**src/rtl/ddr_burst_writer_if.sv**
```systemverilog
// Bus bundle between ddr_burst_writer, its source FIFO and the MIG app/wdf port.
// master: FIFO read side + app/wdf command and data outputs; slave: the other end.
interface ddr_burst_writer_if #(
    parameter int pADDR_WIDTH = 30
);
    logic                   fifo_rd;
    logic [63:0]            fifo_dout;
    logic                   fifo_empty;
    logic                   app_en;
    logic [2:0]             app_cmd;
    logic [pADDR_WIDTH-1:0] app_addr;
    logic                   app_rdy;
    logic                   app_wdf_wren;
    logic [63:0]            app_wdf_data;
    logic                   app_wdf_end;
    logic                   app_wdf_rdy;

    modport master (
        output fifo_rd,
        input  fifo_dout,
        input  fifo_empty,
        output app_en,
        output app_cmd,
        output app_addr,
        input  app_rdy,
        output app_wdf_wren,
        output app_wdf_data,
        output app_wdf_end,
        input  app_wdf_rdy
    );

    modport slave (
        input  fifo_rd,
        output fifo_dout,
        output fifo_empty,
        input  app_en,
        input  app_cmd,
        input  app_addr,
        output app_rdy,
        input  app_wdf_wren,
        input  app_wdf_data,
        input  app_wdf_end,
        output app_wdf_rdy
    );
endinterface

```
**src/rtl/ddr_burst_writer.sv**
```systemverilog
// Drains the 64-bit pre-DDR FIFO into pBURST_LEN-beat MIG write bursts.
// Ports: clk, reset, enabled, capture_start, capture_done_in, io (bus),
// write_done, ddr_full, words_written.
module ddr_burst_writer #(
    parameter int     pADDR_WIDTH = 30,
    parameter int     pBURST_LEN  = 8,
    parameter longint pMAX_ADDR   = 64'd1073741823
) (
    input  logic                clk,
    input  logic                reset,
    input  logic                enabled,
    input  logic                capture_start,
    input  logic                capture_done_in,
    ddr_burst_writer_if.master  io,
    output logic                write_done,
    output logic                ddr_full,
    output logic [31:0]         words_written
);
    localparam int BW = $clog2(pBURST_LEN);
    localparam int CW = BW + 1;
    localparam int BURST_BYTES = pBURST_LEN * 8;
    localparam logic [BW-1:0] LAST = BW'(pBURST_LEN - 1);
    localparam logic [CW-1:0] FULL_CNT = CW'(pBURST_LEN);

    typedef enum logic [2:0] {
        S_IDLE, S_FILL, S_CMD, S_DATA, S_FULL, S_DONE
    } state_t;

    state_t                 state;
    logic [pADDR_WIDTH-1:0] addr;
    logic [CW-1:0]          fill_cnt;
    logic [BW-1:0]          beat;
    logic                   rd_inflight;
    logic                   done_pending;
    logic                   restart_pending;
    logic [63:0]            bq [pBURST_LEN];
    logic                   last_acc;
    logic                   restart_now;
    logic                   no_room;

    assign io.app_cmd = 3'b000;

    // Slots past fill_cnt belong to a padded final burst.
    function automatic logic [63:0] beat_word(input logic [CW-1:0] idx);
        return (idx < fill_cnt) ? bq[idx[BW-1:0]] : 64'h0;
    endfunction

    always_comb begin
        io.fifo_rd = 1'b0;
        if (enabled && !io.fifo_empty) begin
            if (state == S_FILL)
                io.fifo_rd = (fill_cnt + CW'(rd_inflight)) < FULL_CNT;
            else if (state == S_FULL)
                io.fifo_rd = 1'b1;
        end
    end

    assign last_acc = (state == S_DATA) && io.app_wdf_wren &&
                      io.app_wdf_rdy && (beat == LAST);

    // Would the burst after the one just finishing overrun the space?
    assign no_room = (64'(addr) + 64'(2 * BURST_BYTES) - 64'd1) >
                     64'(pMAX_ADDR);

    always_comb begin
        restart_now = 1'b0;
        unique case (state)
            S_IDLE:                 restart_now = enabled && capture_start;
            S_FILL, S_FULL, S_DONE: restart_now = capture_start;
            S_DATA:                 restart_now = last_acc &&
                                        (restart_pending || capture_start);
            default:                restart_now = 1'b0;
        endcase
    end

    // Data buffer needs no reset; fill_cnt qualifies every slot.
    always_ff @(posedge clk) begin
        if (state == S_FILL && rd_inflight)
            bq[fill_cnt[BW-1:0]] <= io.fifo_dout;
    end

    always_ff @(posedge clk or posedge reset) begin
        if (reset) begin
            state           <= S_IDLE;
            addr            <= '0;
            fill_cnt        <= '0;
            beat            <= '0;
            rd_inflight     <= 1'b0;
            done_pending    <= 1'b0;
            restart_pending <= 1'b0;
            write_done      <= 1'b0;
            ddr_full        <= 1'b0;
            words_written   <= '0;
            io.app_en       <= 1'b0;
            io.app_addr     <= '0;
            io.app_wdf_wren <= 1'b0;
            io.app_wdf_data <= '0;
            io.app_wdf_end  <= 1'b0;
        end else begin
            if (state != S_IDLE && capture_done_in)
                done_pending <= 1'b1;
            if (capture_start && (state == S_CMD || state == S_DATA))
                restart_pending <= 1'b1;
            rd_inflight <= io.fifo_rd && (state == S_FILL);
            write_done  <= 1'b0;

            unique case (state)
                S_IDLE: begin
                end
                S_FILL: begin
                    if (rd_inflight) begin
                        fill_cnt <= fill_cnt + CW'(1);
                        if (words_written != 32'hFFFF_FFFF)
                            words_written <= words_written + 32'd1;
                    end
                    if (fill_cnt == FULL_CNT) begin
                        state       <= S_CMD;
                        io.app_en   <= 1'b1;
                        io.app_addr <= addr;
                    end else if (done_pending && io.fifo_empty &&
                                 !rd_inflight) begin
                        if (fill_cnt != '0) begin
                            state       <= S_CMD;
                            io.app_en   <= 1'b1;
                            io.app_addr <= addr;
                        end else begin
                            state        <= S_DONE;
                            write_done   <= 1'b1;
                            done_pending <= 1'b0;
                        end
                    end
                end
                S_CMD: begin
                    if (io.app_rdy) begin
                        io.app_en       <= 1'b0;
                        state           <= S_DATA;
                        beat            <= '0;
                        io.app_wdf_wren <= 1'b1;
                        io.app_wdf_data <= beat_word('0);
                        io.app_wdf_end  <= 1'b0;
                    end
                end
                S_DATA: begin
                    if (io.app_wdf_rdy) begin
                        if (beat == LAST) begin
                            io.app_wdf_wren <= 1'b0;
                            io.app_wdf_end  <= 1'b0;
                            addr     <= addr + pADDR_WIDTH'(BURST_BYTES);
                            fill_cnt <= '0;
                            if (no_room) begin
                                state    <= S_FULL;
                                ddr_full <= 1'b1;
                            end else begin
                                state <= S_FILL;
                            end
                        end else begin
                            beat            <= beat + BW'(1);
                            io.app_wdf_data <= beat_word(CW'(beat) + CW'(1));
                            io.app_wdf_end  <= (beat + BW'(1)) == LAST;
                        end
                    end
                end
                S_FULL: begin
                    if (done_pending) begin
                        state        <= S_DONE;
                        write_done   <= 1'b1;
                        done_pending <= 1'b0;
                    end
                end
                S_DONE: begin
                    state <= S_IDLE;
                end
                default: begin
                    state <= S_IDLE;
                end
            endcase

            // Restart wins over the normal transition; a word still
            // returning from the FIFO is dropped with rd_inflight.
            if (restart_now) begin
                state           <= S_FILL;
                addr            <= '0;
                fill_cnt        <= '0;
                rd_inflight     <= 1'b0;
                words_written   <= '0;
                ddr_full        <= 1'b0;
                done_pending    <= 1'b0;
                restart_pending <= 1'b0;
                write_done      <= 1'b0;
                io.app_en       <= 1'b0;
                io.app_wdf_wren <= 1'b0;
                io.app_wdf_end  <= 1'b0;
            end

            if (!enabled) begin
                state           <= S_IDLE;
                rd_inflight     <= 1'b0;
                done_pending    <= 1'b0;
                restart_pending <= 1'b0;
                write_done      <= 1'b0;
                io.app_en       <= 1'b0;
                io.app_wdf_wren <= 1'b0;
                io.app_wdf_end  <= 1'b0;
            end
        end
    end
endmodule
```
**src/flat_wrapper.sv**
```systemverilog
// flat-port wrapper written by rule: the top's interface ports become plain ports
module ddr_burst_writer_flat 
#(
    parameter int     pADDR_WIDTH = 30,
    parameter int     pBURST_LEN  = 8,
    parameter longint pMAX_ADDR   = 64'd1073741823
)
  (clk, reset, enabled, capture_start, capture_done_in, write_done, ddr_full, words_written, io_fifo_rd, io_fifo_dout, io_fifo_empty, io_app_en, io_app_cmd, io_app_addr, io_app_rdy, io_app_wdf_wren, io_app_wdf_data, io_app_wdf_end, io_app_wdf_rdy);
  ddr_burst_writer_if #(.pADDR_WIDTH(pADDR_WIDTH)) io_i ();
  input  logic clk;
  input  logic reset;
  input  logic enabled;
  input  logic capture_start;
  input  logic capture_done_in;
  output logic write_done;
  output logic ddr_full;
  output logic [31:0] words_written;
  output wire logic [$bits(io_i.fifo_rd)-1:0] io_fifo_rd;
  input wire logic [$bits(io_i.fifo_dout)-1:0] io_fifo_dout;
  input wire logic [$bits(io_i.fifo_empty)-1:0] io_fifo_empty;
  output wire logic [$bits(io_i.app_en)-1:0] io_app_en;
  output wire logic [$bits(io_i.app_cmd)-1:0] io_app_cmd;
  output wire logic [$bits(io_i.app_addr)-1:0] io_app_addr;
  input wire logic [$bits(io_i.app_rdy)-1:0] io_app_rdy;
  output wire logic [$bits(io_i.app_wdf_wren)-1:0] io_app_wdf_wren;
  output wire logic [$bits(io_i.app_wdf_data)-1:0] io_app_wdf_data;
  output wire logic [$bits(io_i.app_wdf_end)-1:0] io_app_wdf_end;
  input wire logic [$bits(io_i.app_wdf_rdy)-1:0] io_app_wdf_rdy;
  assign io_fifo_rd = io_i.fifo_rd;
  assign io_i.fifo_dout = io_fifo_dout;
  assign io_i.fifo_empty = io_fifo_empty;
  assign io_app_en = io_i.app_en;
  assign io_app_cmd = io_i.app_cmd;
  assign io_app_addr = io_i.app_addr;
  assign io_i.app_rdy = io_app_rdy;
  assign io_app_wdf_wren = io_i.app_wdf_wren;
  assign io_app_wdf_data = io_i.app_wdf_data;
  assign io_app_wdf_end = io_i.app_wdf_end;
  assign io_i.app_wdf_rdy = io_app_wdf_rdy;
  ddr_burst_writer #(.pADDR_WIDTH(pADDR_WIDTH), .pBURST_LEN(pBURST_LEN), .pMAX_ADDR(pMAX_ADDR)) u_core (.clk(clk), .reset(reset), .enabled(enabled), .capture_start(capture_start), .capture_done_in(capture_done_in), .io(io_i), .write_done(write_done), .ddr_full(ddr_full), .words_written(words_written));
endmodule
```
**config.mk**
```make
export PLATFORM = sky130hd
export DESIGN_NAME = ddr_burst_writer_flat
export DESIGN_NICKNAME = d
export VERILOG_FILES = /design/src/rtl/ddr_burst_writer_if.sv /design/src/rtl/ddr_burst_writer.sv /design/src/flat_wrapper.sv
export SDC_FILE = /design/constraint.sdc
export NUM_CORES = 1
export LEC_CHECK = 0
export ABC_AREA = 1
export CAP_MARGIN = 20
export CORE_MARGIN = 1
export CORE_UTILIZATION = 50
export CTS_BUF_LIST = sky130_fd_sc_hd__clkbuf_4 sky130_fd_sc_hd__clkbuf_8
export DETAILED_ROUTE_END_ITERATION = 6
export MAX_ROUTING_LAYER = met4
export PLACE_DENSITY = 0.77
export SKIP_CTS_REPAIR_TIMING = 1
export SYNTH_ARGS = -nofsm -noshare
export SYNTH_HDL_FRONTEND = slang
export SYNTH_SLANG_ARGS = --single-unit
```
**constraint.sdc**
```tcl
create_clock -name clk -period 8.1 [get_ports clk]
set_input_delay 0.81 -clock clk [delete_from_list [all_inputs] [get_ports clk]]
set_output_delay 0.81 -clock clk [all_outputs]
set_load 0.05 [all_outputs]
```
==> results of run 1 <==
-- power by group --
| group | leakage (nW) | switching (mW) | internal (mW) |
|---|---|---|---|
| Combinational | 3.96 | 2.32 | 1.17 |
| Sequential | 6.76 | 0.243 | 3.91 |
| Clock | 1.16 | 1.35 | 1.55 |
| Total | 11.9 | 3.91 | 6.62 |
-- through the flow --
stage | cell area [sq um] | hold WS, ns
floorplan | 28600 | 0.487
global placement | 31200 | 0.464
detailed placement | 31200 | 0.474
CTS | 33300 | 0.489
global route | 33400 | 0.512
finish | 33400 | 0.484
-- cell usage after synthesis, types with 4 or more instances --
| cell type | number |
|---|---|
| nand2_1 | 668 |
| edfxtp_1 | 512 |
| a21oi_1 | 166 |
| dfrtp_1 | 162 |
| o21ai_0 | 142 |
| a32o_1 | 126 |
| clkbuf_1 | 114 |
| nor2_1 | 107 |
| inv_1 | 94 |
| o22ai_1 | 66 |
| a32oi_1 | 64 |
| nand3_1 | 60 |
| nor3_1 | 31 |
| buf_2 | 23 |
| nand4_1 | 23 |
| ha_1 | 15 |
| buf_4 | 13 |
| xor2_1 | 11 |
| inv_2 | 10 |
| nand2_2 | 9 |
| o21ai_1 | 9 |
| buf_1 | 8 |
| nor2_2 | 8 |
| nor4_1 | 8 |
| o21a_1 | 5 |
| a31oi_1 | 4 |
| nor2_4 | 4 |
-- layout make-up --
cell class | count | area, sq um
Clock buffer | 146 | 1830
Sequential cell | 674 | 19400
Tap cell | 756 | 946
Antenna cell | 7 | 17.5
Clock inverter | 53 | 339
Timing Repair Buffer | 225 | 2210
Fill cell | 4416 | 23100
Multi-Input combinational cell | 1560 | 8200
Inverter | 104 | 412
-- cells by family (layout without fill, tap and decap cells) --
group,count (synthesis),in the layout,share of synthesized area
AO/OA/AOI/OAI,597,597,0.140
buffers and inverters,262,528,0.0371
flip-flops,674,674,0.679
adder cells (fa/ha/maj),15,15,0.00656
multiplexers,1,1,0.000394
AND/OR/NAND/NOR,927,927,0.133
XOR/XNOR,11,11,0.00337
other,1,16,0.000131
-- state kept, by name, summed over array words and instances (netlist names) --
| signal | count |
|---|---|
| u_core.ddr_full | 1 |
| u_core.io.app_wdf_wren | 1 |
| u_core.io.app_wdf_data | 64 |
| u_core.words_written | 32 |
| u_core.io.app_wdf_end | 1 |
| u_core.bq | 512 |
| u_core.io.app_addr | 24 |
| u_core.addr | 24 |
| u_core.beat | 3 |
| u_core.write_done | 1 |
| u_core.restart_pending | 1 |
| u_core.rd_inflight | 1 |
| u_core.fill_cnt | 4 |
| u_core.state | 3 |
| u_core.done_pending | 1 |
| u_core.io.app_en | 1 |
-- per-layer routing --
metal,GRT usage,vias up
li1,-,9483
met2,0.406,1000
met1,0.329,10200
met3,0.0482,157
met4,0.104,0
met5,-,-
-- worst max-delay path: cells and delay by family (launching register included) --
| family | cells | cell delay [ns] |
|---|---|---|
| buf+inv | 3 | 1.56 |
| compound gates | 4 | 1.25 |
| flops | 1 | 1.17 |
| fa+ha+maj | 2 | 0.87 |
-- path summary, 6_finish.rpt --
| check | from | endpoint | slack (ns) | cells after the start |
|---|---|---|---|---|
| worst max register to register | u_core.beat[0] | u_core.io.app_wdf_data[10] | 3.13 | 9 |
| worst min register to register | u_core.io.app_wdf_data[25] | u_core.io.app_wdf_data[25] | 0.48 | 2 |
| worst min-delay path | u_core.io.app_wdf_data[25] | u_core.io.app_wdf_data[25] | 0.48 | 2 |
| max in group asynchronous | reset | u_core.fill_cnt[0] | 6.07 | 4 |
| worst max-delay path | u_core.beat[0] | u_core.io.app_wdf_data[10] | 3.13 | 9 |
| min in group asynchronous | reset | u_core.io.app_wdf_data[19] | 0.65 | 2 |
==> run summary, run 1 <==
The flow ran to the end, and the final reports show no timing, DRC or antenna violations. The final estimated routing congestion in global placement came out at around 0.9. The setup slack at placement is 3.20 ns. The initial standard-cell utilization of the core is 0.506. The area share of the largest cell type after synthesis came out at 0.538.

The synthesis warning total came out at 0. In the routed layout, each cell is associated on average with a via count of between 5 and 6. The initial antenna violation count is 7. The worst setup path is of the register to register kind. After global routing the overflow that remains totals 0.

In the routed design, unresolved DRC markers number 0. After clock tree synthesis, the clock-pin slew on the worst setup and hold paths is about 0.060 ns. TritonCTS built the clock tree. In this run the top signal layer used is met4. The worst clock skew came out at between 0.06 and 0.07 ns. Entering global routing, the biggest net connects 99 pins. The full die area came out at just under 60000 sq um. The met3 wire length is between 5 and 6 mm. In the synthesized netlist, the number of instances is ~2500. The per-cell routed wire length came out at slightly above 20 um.

The count of flip-flops with a built-in enable after synthesis came out at slightly above 500. The final instance count without filler cells is 3525. The total power per unit cell area is roughly 320 nW/um^2. The detailed router placed between 20000 and 25000 vias in this run. The I/O pin count came out at 207. The number of cell rows is just under 90.

The number of clock buffers added by TritonCTS is 107. Timing would allow up to 201 MHz. The core utilization of the finished layout came out at 0.591. Walking the worst path, the cells encountered are inv_6 > ha_1 > inv_6 > ha_1 > a21oi_1 > o21a_2 > buf_4 > a32oi_1 > o21ai_0. The tightest min-delay check is of the register to register type.

The async set-or-reset flop fraction in the synthesized netlist came out at 0.240. The arrival time reported for the critical path endpoint came out at around 5.6 ns. The final cycle utilization of the critical path came out at 0.613.

After synthesis, the netlist uses just under 50 different library cells. The top fanout value on the critical path came out at slightly below 100. STA classifies the critical path startpoint as a register. Summed over all instances, the cell type with the most area after synthesis is edfxtp_1.

The final count of negative-setup-slack endpoints came out at 0. The final number of max-transition violations is 0. The register bit total from synthesis is roughly 670.

The leakage dissipation is around 12 nW. The count of buffers inserted at the top-level ports came out at slightly below 200. The accumulated negative setup slack came out at 0 ns. The cell count after placement is ~3300.

The H-tree generated during clock tree synthesis spans 3 levels. The sum of net half-perimeters after detailed placement is a little over 40 mm. Across every metal layer, demand over resource in global routing totals 0.257. The data required time of the worst path is roughly 8.7 ns.

The count of final hold-check violations came out at 0. Each instance of the synthesized netlist takes up on average between 10 and 15 sq um. The library cell used most frequently in the layout, excluding fill and tap cells, is nand2_1. Setup repair after global routing left no endpoint under its margin.

The remaining max-slew budget at the tightest pin is 0.248. STA classifies the critical path endpoint as a register. The primary flip-flop cell chosen by synthesis mapping is edfxtp_1. The core footprint is approximately 56000 sq um. Measured along the x axis, the die boundary spans ~240 um. The final layout contains routed wiring with a total length of 72.8 mm. The slowest library cell on the worst path is dfrtp_4. The netlist area before placement is ~29000 sq um.

No sink is reached through more buffers than the 3 on the longest clock path. The via count of the first global-routing pass is ~20000. Once detail routing completed, the nets flagged for antenna violations numbered 0.

By area the synthesized netlist is led by edfxtp_1, dfrtp_1, nand2_1, a32o_1, a21oi_1. Before antenna repair, the detailed router went through 5 iterations. The count of routing violations after the opening detailed-route iteration came out at 2270.

The largest single stage delay on the critical path is roughly 1.2 ns. The wire length on met1 is 29.6 mm. The largest voltage drop on the vdd net came out at 0.245 mV.

The relative area change from synthesis to final layout came out at 16.7%. The library cell used as clock root buffer is clkbuf_8. The source-to-sink clock delay at the later pin of the worst-skew pair came out at around 0.75 ns. Leaving out fill and tap cells, the most frequent cells in the layout are nand2_1, edfxtp_1, clkdlybuf4s50_1, a21oi_1, dfrtp_1. The first global-routing pass estimated ~110 mm of wire. The sequential area share after synthesis came out at 0.679. The transition time of the tightest slew-check pin is 1.13 ns. The post-route worst setup slack is between 3 and 4 ns.

The design draws 10.5 mW. The net count of the finished layout is about 2800. The number of max-cap violations is 0. The height of the die came out at 241 um.

The worst path in the final design needs a cycle of approximately 5.0 ns, including I/O delays and setup. The number of clock sinks seen by CTS is a little under 700. The met2 wire length came out at 35.4 mm. The fraction of final layout cells sized beyond drive strength 1 is 0.0945.
Power figures use the tool's default switching activity.
==> inputs of run 2 (changes only) <==
==> constraint.sdc (replaced) <==
create_clock -name clk -period 5.1 [get_ports clk]
set_input_delay 0.51 -clock clk [delete_from_list [all_inputs] [get_ports clk]]
set_output_delay 0.51 -clock clk [all_outputs]
set_load 0.05 [all_outputs]
==> run summary, run 2 (same netlist as run 1, synthesis figures left out) <==
The run finished, with violations left. The final reports fail on max-slew violations. The aggregate global routing overflow came out at 0 (unchanged). The accumulated negative setup slack came out at 0 ns (unchanged).

The wire length on met1 was 29.8 mm (+0.73%). The initial antenna violation count came out at 10 (+3). The final count of negative-setup-slack endpoints came to 0 (unchanged). The number of nets still failing antenna checks after routing is 0 (unchanged). The number of iterations in the first detailed-routing pass is 5 (unchanged). The via count of the first global-routing pass is 20400 (+0.23%). The number of cell rows was 87 (unchanged).

The maximum number of pins on one net before global-route repair came out at 257 (+160%). The logic depth of the worst register-to-register path is 9 (unchanged). The remaining max-slew budget at the tightest pin came out at -0.0425 (-0.290). The total power per unit cell area is 507 nW/um^2 (+61%). The global-route wire length before repair came out at 113 mm (+2.1%). The area growth from synthesis to layout is 17.8%. The met2 wire length came to 36.0 mm (+1.7%). The overall routed net length came out at 73.9 mm (+1.6%).

The final number of max-transition violations was 63 (+63). The maximum buffer depth of the clock tree is 3 (unchanged). For this design, the slowest cell found on the critical path is buf_4. The clock period minus final worst setup slack is 3.80 ns (-1.17 ns). The transition time of the tightest slew-check pin came to 1.56 ns (+0.435 ns).

The H-tree depth reported by CTS was 3 (unchanged). Walking the worst path, the cells encountered are inv_6 > ha_1 > inv_6 > ha_1 > a21oi_1 > o21a_2 > buf_4 > a32oi_1 > o21ai_0. The total global routing track utilization is 0.262 (+0.00469).

The post-layout total power came out at 17.1 mW (+62%). The initial standard-cell utilization of the core is 0.506 (unchanged). In this run the critical register-to-register path is captured at u_core.io.app_wdf_data[39]. The die width is 241 um (unchanged).

The TritonCTS buffer count came out at 107 (unchanged). The per-cell routed wire length came to 20.9 um (+1.3%). The sum of net half-perimeters after detailed placement is 40.6 mm (+0.46%). The largest voltage drop on the vdd net came out at 0.560 mV (+130%).

The number of flip-flops in the largest register was 512 (unchanged). The cell count after placement is 3318 (+0.030%). The number of max-cap violations came out at 0 (unchanged). The I/O pin count is 207 (unchanged). The full die area is 58200 sq um (unchanged). The worst setup path is captured at a register.

The core utilization of the finished layout was 0.596 (+0.00529). The worst path buffer plus inverter count is 3 (unchanged). The final estimated routing congestion in global placement came out at 0.925 (+3.9%). In the layout the commonest cells are nand2_1, edfxtp_1, clkdlybuf4s50_1, a21oi_1, dfrtp_1.

The number of nets in the layout came out at 2759 (unchanged). The achievable frequency came to 263 MHz (+31%). In this run the clock root is driven by a clkbuf_8. The height of the die is 241 um (unchanged). The leakage dissipation came to 12.0 nW (+1.0%).

The fraction of final layout cells sized beyond drive strength 1 came out at 0.0998 (+0.00532). The source-to-sink clock delay at the later pin of the worst-skew pair came out at 0.73 ns (-0.02 ns). The routed via count came out at 20900 (+0.24%). The top fanout value on the critical path came out at 66 (-33%). The arrival time reported for the critical path endpoint came to 4.44 ns (-1.15 ns). The final instance count without filler cells was 3533 (+0.23%). The clock-pin transition on the worst setup and hold timing paths was 0.07 ns (about the same).

The remaining routing DRC violations came to 0 (unchanged). The worst clock skew came to 0.0418 ns (-0.0263 ns). The core footprint came out at 56500 sq um (unchanged). The reg-to-reg setup timing slack is 1.30 ns (-1.83 ns). The final cycle utilization of the critical path is 0.745 (+0.131). The count of routing violations after the opening detailed-route iteration came to 2155 (-5.1%).

The average via count per standard cell came out at 5.92 (about the same). Setup repair after global routing left no endpoint under its margin. The met3 wire length came to 6.11 mm (+2.7%). The top routing layer in use is met4. The delay of the slowest cell on the worst path is 0.73 ns (-0.44 ns).

The path class of the lowest-slack min-delay path is input pin to asynchronous set/reset pin. The critical path startpoint category is a register. The data required time of the worst path came out at 5.74 ns (-2.98 ns). Leaving out fill and tap cells, the most frequent cell in the layout is nand2_1. The count of buffers inserted at the top-level ports came out at 197 (unchanged). The number of clock sinks seen by CTS came out at 674 (unchanged).

The worst register-to-register path begins at u_core.beat[0]. The count of final hold-check violations was 0 (unchanged). Broken down by cell family, the worst path's largest delay share belongs to buffers and inverters.

The TritonCTS clock tree is done. The kind of critical path is register to register.
-- run 2: worst max-delay path by stage --
| stage | startpoint | endpoint | slack, ns | depth (start not counted) |
|---|---|---|---|---|
| floorplan | u_core.state[2] | u_core.bq[0][0] | -0.77 | 5 |
| global placement | u_core.beat[0] | u_core.io.app_wdf_data[32] | 1.47 | 9 |
| detailed placement | u_core.beat[0] | u_core.io.app_wdf_data[34] | 1.33 | 9 |
| CTS | u_core.beat[0] | u_core.io.app_wdf_data[39] | 1.30 | 9 |
| global route | u_core.beat[0] | u_core.io.app_wdf_data[54] | 1.07 | 9 |
| finish | u_core.beat[0] | u_core.io.app_wdf_data[39] | 1.30 | 9 |
-- run 2: through the flow --
stage	hold slack [ns]	cell area, sq um	setup WS (ns)
6_report	0.417	33700	1.30
2_1_floorplan	0.487	28600	-0.771
4_1_cts	0.395	33600	1.30
3_5_place_dp	0.477	31300	1.33
3_3_place_gp	0.465	31300	1.47
5_1_grt	0.457	33700	1.07
-- run 2: metal layers --
metal,GRT usage,vias up
met1,0.333,10300
met4,0.105,0
li1,-,9496
met3,0.0564,159
met2,0.410,993
met5,-,-
-- run 2: cell type report --
class	instances	area [sq um]
tap	756	946
clock inverter	47	375
inverter	104	409
multi-input combinational	1560	8210
antenna	12	30.0
timing repair buffer	225	2330
sequential	674	19400
fill	4532	22800
clock buffer	155	1950
-- run 2: report_power, final --
| group | switching (mW) | leakage (nW) | internal, mW |
|---|---|---|---|
| sequential | 0.316 | 6.76 | 6.21 |
| clock | 2.15 | 1.25 | 2.69 |
| combinational | 3.83 | 3.99 | 1.89 |
| total | 6.30 | 12.0 | 10.8 |
